### config.mk
export PLATFORM = sky130hd
export DESIGN_NAME = sc_stream_ctrl_flat
export DESIGN_NICKNAME = d
export VERILOG_FILES = /design/src/rtl/sc_pkg.sv /design/src/rtl/sc_stream_ctrl_if.sv /design/src/rtl/sc_stream_ctrl_quota.sv /design/src/rtl/sc_stream_ctrl.sv /design/src/flat_wrapper.sv
export SDC_FILE = /design/constraint.sdc
export NUM_CORES = 1
export LEC_CHECK = 0
export BUFFER_PORTS_ARGS = -buffer_cell sky130_fd_sc_hd__clkbuf_2
export CORE_UTILIZATION = 54
export CTS_BUF_LIST = sky130_fd_sc_hd__clkbuf_4 sky130_fd_sc_hd__clkbuf_8 sky130_fd_sc_hd__clkbuf_16
export DETAILED_ROUTE_END_ITERATION = 10
export PLACE_DENSITY = 0.79
export REMOVE_ABC_BUFFERS = 1
export SYNTH_ARGS = -nofsm -noshare
export SYNTH_HDL_FRONTEND = slang
export SYNTH_HIERARCHICAL = 1
export SYNTH_SLANG_ARGS = --single-unit
### constraint.sdc
create_clock -name clk -period 2.5 [get_ports clk]
set_input_delay 0.125 -clock clk [delete_from_list [all_inputs] [get_ports clk]]
set_output_delay 0.125 -clock clk [all_outputs]
set_load 0.01 [all_outputs]
### src/rtl/sc_pkg.sv
// Shared types and width helpers for the stochastic stream controller.
package sc_pkg;

    typedef enum logic {
        IDLE   = 1'b0,
        STREAM = 1'b1
    } sc_state_e;

    function automatic int sc_cw(input int bitstream);
        return $clog2(bitstream);
    endfunction

    function automatic int sc_qw(input int bitstream);
        return $clog2(bitstream) + 1;
    endfunction

endpackage

### src/rtl/sc_stream_ctrl_if.sv
// Operand/bitstream handshake bundle for sc_stream_ctrl.
interface sc_stream_ctrl_if
    import sc_pkg::*;
#(
    parameter int BITSTREAM = 64,
    parameter int QUANT     = 8
);
    localparam int CW = sc_cw(BITSTREAM);

    // Both channels are valid/ready: a transfer happens on a rising edge where
    // valid and ready are both high; a source holds its payload until then.
    logic                    in_valid;
    logic                    in_ready;
    logic signed [QUANT-1:0] in_data;
    logic [CW-1:0]           in_phase;
    logic                    out_valid;
    logic                    out_ready;
    logic                    out_bit;
    logic                    out_last;
    logic                    busy;
    logic                    err;

    modport master (
        output in_valid, in_data, in_phase, out_ready,
        input  in_ready, out_valid, out_bit, out_last, busy, err
    );

    modport slave (
        input  in_valid, in_data, in_phase, out_ready,
        output in_ready, out_valid, out_bit, out_last, busy, err
    );

endinterface

### src/rtl/sc_stream_ctrl_quota.sv
// Combinational operand-to-quota converter: round(u*T / 2^QUANT), u = offset-binary operand.
module sc_stream_ctrl_quota
    import sc_pkg::*;
#(
    parameter int BITSTREAM = 64,
    parameter int QUANT     = 8,
    parameter int QW        = sc_qw(BITSTREAM)
) (
    input  logic signed [QUANT-1:0] data,
    output logic [QW-1:0]           quota
);
    localparam int CW = sc_cw(BITSTREAM);
    localparam int PW = QUANT + CW + 1;

    logic [QUANT-1:0] u;
    logic [PW-1:0]    prod;

    // Flipping the sign bit adds 2^(QUANT-1); T is a power of two so u*T is a shift.
    assign u     = {~data[QUANT-1], data[QUANT-2:0]};
    assign prod  = (PW'(u) << CW) + (PW'(1) << (QUANT - 1));
    assign quota = QW'(prod >> QUANT);

endmodule

### src/rtl/sc_stream_ctrl.sv
// Frame controller: one operand in, BITSTREAM bits out with exactly quota ones.
// Optional SC_QUOTA_CHECK_EN adds a sticky ones-count mismatch flag on err.
module sc_stream_ctrl
    import sc_pkg::*;
#(
    parameter int BITSTREAM = 64,
    parameter int QUANT     = 8
) (
    input  logic            clk,
    input  logic            rst,
    sc_stream_ctrl_if.slave bus,
    output sc_state_e       fsm_state
);
    localparam int CW = sc_cw(BITSTREAM);
    localparam int QW = sc_qw(BITSTREAM);
    localparam logic [QW-1:0] T_Q    = QW'(BITSTREAM);
    localparam logic [CW-1:0] LAST_C = CW'(BITSTREAM - 1);

    sc_state_e     state, state_next;
    logic [QW-1:0] quota_w, quota_q;
    logic [QW-1:0] acc, sum;
    logic [CW-1:0] cnt;
    logic          stream_bit, last, accept, beat_fire;
    logic          out_valid_c, in_ready_c;

    sc_stream_ctrl_quota #(
        .BITSTREAM(BITSTREAM),
        .QUANT    (QUANT),
        .QW       (QW)
    ) u_quota (
        .data (bus.in_data),
        .quota(quota_w)
    );

    // acc < T and quota <= T, so sum never exceeds 2T-1 and fits in QW bits.
    assign sum        = acc + quota_q;
    assign stream_bit = (sum >= T_Q);
    assign last       = (cnt == LAST_C);

    always_ff @(posedge clk or posedge rst) begin
        if (rst) state <= IDLE;
        else     state <= state_next;
    end

    always_comb begin
        state_next  = state;
        out_valid_c = 1'b0;
        in_ready_c  = 1'b0;
        case (state)
            IDLE: begin
                in_ready_c = 1'b1;
                if (bus.in_valid) state_next = STREAM;
            end
            STREAM: begin
                out_valid_c = 1'b1;
                in_ready_c  = bus.out_ready & last;
                if (bus.out_ready && last && !bus.in_valid) state_next = IDLE;
            end
            default: state_next = IDLE;
        endcase
    end

    assign accept    = bus.in_valid & in_ready_c;
    assign beat_fire = out_valid_c & bus.out_ready;

    always_ff @(posedge clk or posedge rst) begin
        if (rst) begin
            quota_q <= '0;
            acc     <= '0;
            cnt     <= '0;
        end else if (accept) begin
            quota_q <= quota_w;
            acc     <= {1'b0, bus.in_phase};
            cnt     <= '0;
        end else if (beat_fire) begin
            acc     <= stream_bit ? (sum - T_Q) : sum;
            cnt     <= cnt + CW'(1);
        end
    end

    assign bus.in_ready  = in_ready_c;
    assign bus.out_valid = out_valid_c;
    assign bus.out_bit   = out_valid_c & stream_bit;
    assign bus.out_last  = out_valid_c & last;
    assign bus.busy      = (state == STREAM);
    assign fsm_state     = state;

`ifdef SC_QUOTA_CHECK_EN
    logic [QW-1:0] ones, ones_final;
    logic          err_q;

    // Includes the bit being handed over on the closing beat.
    assign ones_final = ones + QW'(stream_bit);

    always_ff @(posedge clk or posedge rst) begin
        if (rst) begin
            ones  <= '0;
            err_q <= 1'b0;
        end else begin
            if (accept)                        ones <= '0;
            else if (beat_fire && stream_bit)  ones <= ones + QW'(1);
            if (beat_fire && last && (ones_final != quota_q)) err_q <= 1'b1;
        end
    end

    assign bus.err = err_q;
`else
    assign bus.err = 1'b0;
`endif

endmodule

### src/flat_wrapper.sv
// flat-port wrapper written by rule: the top's interface ports become plain ports
module sc_stream_ctrl_flat import sc_pkg::*;
#(
    parameter int BITSTREAM = 64,
    parameter int QUANT     = 8
)
  (clk, rst, fsm_state, bus_in_valid, bus_in_data, bus_in_phase, bus_out_ready, bus_in_ready, bus_out_valid, bus_out_bit, bus_out_last, bus_busy, bus_err);
  sc_stream_ctrl_if #(.BITSTREAM(BITSTREAM), .QUANT(QUANT)) bus_i ();
  input  logic clk;
  input  logic rst;
  output sc_state_e fsm_state;
  input wire logic [$bits(bus_i.in_valid)-1:0] bus_in_valid;
  input wire logic [$bits(bus_i.in_data)-1:0] bus_in_data;
  input wire logic [$bits(bus_i.in_phase)-1:0] bus_in_phase;
  input wire logic [$bits(bus_i.out_ready)-1:0] bus_out_ready;
  output wire logic [$bits(bus_i.in_ready)-1:0] bus_in_ready;
  output wire logic [$bits(bus_i.out_valid)-1:0] bus_out_valid;
  output wire logic [$bits(bus_i.out_bit)-1:0] bus_out_bit;
  output wire logic [$bits(bus_i.out_last)-1:0] bus_out_last;
  output wire logic [$bits(bus_i.busy)-1:0] bus_busy;
  output wire logic [$bits(bus_i.err)-1:0] bus_err;
  assign bus_i.in_valid = bus_in_valid;
  assign bus_i.in_data = bus_in_data;
  assign bus_i.in_phase = bus_in_phase;
  assign bus_i.out_ready = bus_out_ready;
  assign bus_in_ready = bus_i.in_ready;
  assign bus_out_valid = bus_i.out_valid;
  assign bus_out_bit = bus_i.out_bit;
  assign bus_out_last = bus_i.out_last;
  assign bus_busy = bus_i.busy;
  assign bus_err = bus_i.err;
  sc_stream_ctrl #(.BITSTREAM(BITSTREAM), .QUANT(QUANT)) u_core (.clk(clk), .rst(rst), .bus(bus_i), .fsm_state(fsm_state));
endmodule
==> metrics.md <==
| Metric | Value |
|---|---|
| Worst min path class | `in2reg` |
| Worst setup EP type | `primary output` |
| Count of final setup violators | `0` |
| Drt wl/cell | `approximately 14 um` |
| Synthesized cell area | `between 1000 and 1500 sq um` |
| H-Tree Depth | `1` |
| Initial DRC count | `17` |
| Clock skew | `approximately 3.5 ps` |
| Hold Slack | `~46 ps` |
| Pin count of the biggest net entering global routing | `22` |
| P&R area growth vs syn | `11.2%` |
| Number of global-route vias before repair | `between 1k and 1.5k` |
| Top Family by Delay on Critical Path | `adder cells` |
| R2r worst-path depth | `5` |
| Syn Area/Cell | `~10 sq um` |
| Min-Delay Path Depth | `3` |
| Yosys warns | `6` |
| DR vias | `about 1.1k` |
| Worst EP arrival | `about 2300 ps` |
| First-pass GRT wire length | `between 4 and 5 mm` |
| Reg area | `roughly 530 sq um` |
| WP depth | `7` |
| ANT cells | `0` |
| Tot Pwr | `1.21 mW` |
| CP max stage cell | `fa_1` |
| Crit Path Max Fanout | `3` |
| Sequential-to-total area share from yosys stat | `39.3%` |
| Clk sink count | `21` |
| Outcome | `complete, no violations` |
| FFs w/ async S/R, synth | `100%` |
| Row count | `17` |
| Critical path, cell by cell | `ha_1, fa_1, a21o_2, a21oi_1, or3_1, nand4_1, clkbuf_2` |
| Worst-Margin Slew | `a little over 800 ps` |
| Wire length on met3 | `about 70 um` |
| Non-Filler Instances | `approximately 180` |
| IO Pins | `25` |
| Required @ worst endpoint | `2380 ps` |
| Port-buffer cells | `22` |
| Highest Clock Rate | `about 0.42 GHz` |
| Post-CTS Setup Repair Bufs | `0` |
| Filler cells | `about 190` |
| Peak VDD IR | `between 400 and 500 uV` |
| Clock Latency Late Sink | `approximately 300 ps` |
| Die width | `about 52 um` |
| Cts bufs inserted | `3` |
| Die Area | `about 2700 sq um` |
| Synth Instances | `around 130` |
| Netlist cell types | `36` |
| Remaining DRCs | `0` |
| WL met2 | `around 1.4 mm` |
| Ratio of cells with drive above 1 in the final layout | `between 20% and 30%` |
| Clock slew at reported path FFs | `120 ps` |
| CP max stage delay | `between 400 and 500 ps` |
| Total congestion overflow | `0` |
| WS Path Type | `reg2out` |
| Worst setup SP type | `register` |
| RD Place Congestion | `a little under 0.8` |
| GRT Resource Usage Total | `a little under a quarter` |
| Final Hold Vio Count | `0` |
| Core ar. | `2280 sq um` |
| Rel. slew slack | `46.2%` |
| Pwr dens | `roughly 810 nW/um^2` |
| Height of the die | `51.7 um` |
| Post-route ant nets | `0` |
| Setup TNS Final | `0 ps` |
| Final period util | `between 90% and 100%` |
| Clk root buf | `clkbuf_4` |
| Ys flop type | `dfrtp_1` |
| Buffer and inverter count on the worst path | `1` |
| Leakage | `a little under 0.7 nW` |
| Initial cell density of the core | `roughly 60%` |
| Post-Route Utilization | `about two thirds` |
| Final net count | `183` |
| Crit path time final | `roughly 2400 ps` |
| Estimated wirelength of the detail-placed design | `between 1.5 and 2 mm` |
| Synth Register Bits | `21` |
| M1 WL | `1.09 mm` |
| # placed instances | `~180` |
| Buffers from clock root to sink, at most | `2` |
| RSZ-0062 raised after global routing | `false` |
| Fin. max-slew vios | `0` |
| DRT Wirelength | `between 2 and 3 mm` |
| DRT Pass-1 Iters | `4` |
| CTS tree | `yes` |
| Initial antenna violation count | `0` |
| Max-cap check violation count | `0` |
| Number of synthesized flops with an enable pin | `0` |
| Multi-input gate area | `738 sq um` |
| DR top layer | `met4` |
| Vias per cell | `around 5.7` |
[cells in the final DEF, fill, tap and decap left out, drive strengths merged]
master	netlist	layout
clkbuf	0	26
dfrtp	21	21
nand2	15	15
o21ai	9	9
mux2	8	8
ha	8	8
nand3	7	7
xor2	6	6
inv	6	6
xnor2	6	6
nor2	6	6
a21oi	4	4
mux2i	4	4
nor3	4	4
a22oi	2	2
nor4	2	2
or3	2	2
nand4	2	2
buf	7	2
a21o	2	2
a41oi	2	2
dlygate4sd3	0	1
o32ai	1	1
or2	1	1
and2	1	1
o221a	1	1
o2bb2ai	1	1
or4b	1	1
nor3b	1	1
o31ai	1	1
fa	1	1
conb	1	1
[report_power, final]
group          switching [mW]  internal (mW)
sequential             0.0821          0.442
combinational           0.268          0.244
clock                   0.102         0.0731
[area by class of cell]
cell class / instances / area share, %
timing repair buffer: 25 / 9.09
multi-input combinational: 99 / 49.7
tap: 28 / 2.36
sequential: 21 / 35.4
clock buffer: 4 / 2.02
inverter: 6 / 1.52
[synth_stat cells (all sizes together), types with 4 or more instances]
library cell | count | area, sq um
nor3 | 4 | 20.0
a21oi | 4 | 20.0
nor2 | 6 | 25.0
o21ai | 9 | 45.0
buf | 7 | 50.0
ha | 8 | 100
mux2i | 4 | 40.0
xnor2 | 6 | 52.6
inv | 6 | 22.5
nand2 | 15 | 56.3
dfrtp | 21 | 526
mux2 | 8 | 90.1
nand3 | 7 | 40.0
xor2 | 6 | 52.6
[per-layer routing]
| metal | track usage, % | vias up |
|---|---|---|
| met3 | 3.51 | 4 |
| met5 | 0 | - |
| met4 | 9.46 | 0 |
| met1 | 25.5 | 509 |
| met2 | 44.2 | 22 |
| li1 | - | 515 |
[worst reg2reg max path, delay by kind of cell (launching register included)]
family | cells | cell delay (ps)
flops | 1 | 420
fa+ha+maj | 1 | 380
compound gates | 2 | 450
simple gates | 2 | 580
[worst paths after layout]
path	from	end	slack [ps]
worst min-delay path	bus_in_phase[4]	u_core/acc[4]	50
worst max-delay path	u_core/quota_q[0]	bus_out_bit	130
max in group asynchronous	rst	u_core/acc[5]	1510
worst max register to register	u_core/quota_q[2]	u_core/acc[5]	560
min in group asynchronous	rst	u_core/acc[1]	490
worst min register to register	u_core/acc[2]	u_core/acc[2]	510
[kinds of logic after synthesis]
logic type               count (synthesis)  share of synthesized area [%]
AND/OR/NAND/NOR                         42                           16.0
AO/OA/AOI/OAI                           23                           12.4
flip-flops                              21                           39.3
buffers and inverters                   13                           5.43
XOR/XNOR                                12                           7.87
multiplexers                            12                           9.74
adder cells (fa/ha/maj)                  9                           8.99
other                                    1                          0.281
[state kept, by name, summed over array words and instances (netlist names)]
name	flops
u_core/quota_q	7
u_core/bus.busy	1
u_core/cnt	6
u_core/acc	7
[stage by stage]
stage | setup WS (ps) | instance area (sq um)
2_1_floorplan | 391 | 1290
3_3_place_gp | 516 | 1450
3_5_place_dp | 481 | 1450
4_1_cts | 129 | 1490
5_1_grt | 0.875 | 1490
6_report | 130 | 1490
[what timing repair did]
| action | in CTS | in global routing |
|---|---|---|
| hold endpoints to repair | 21 | 0 |
| gates resized for setup | 0 | 0 |
| hold buffers | 1 | 0 |
Note: power is estimated with default switching activity, not from simulation.
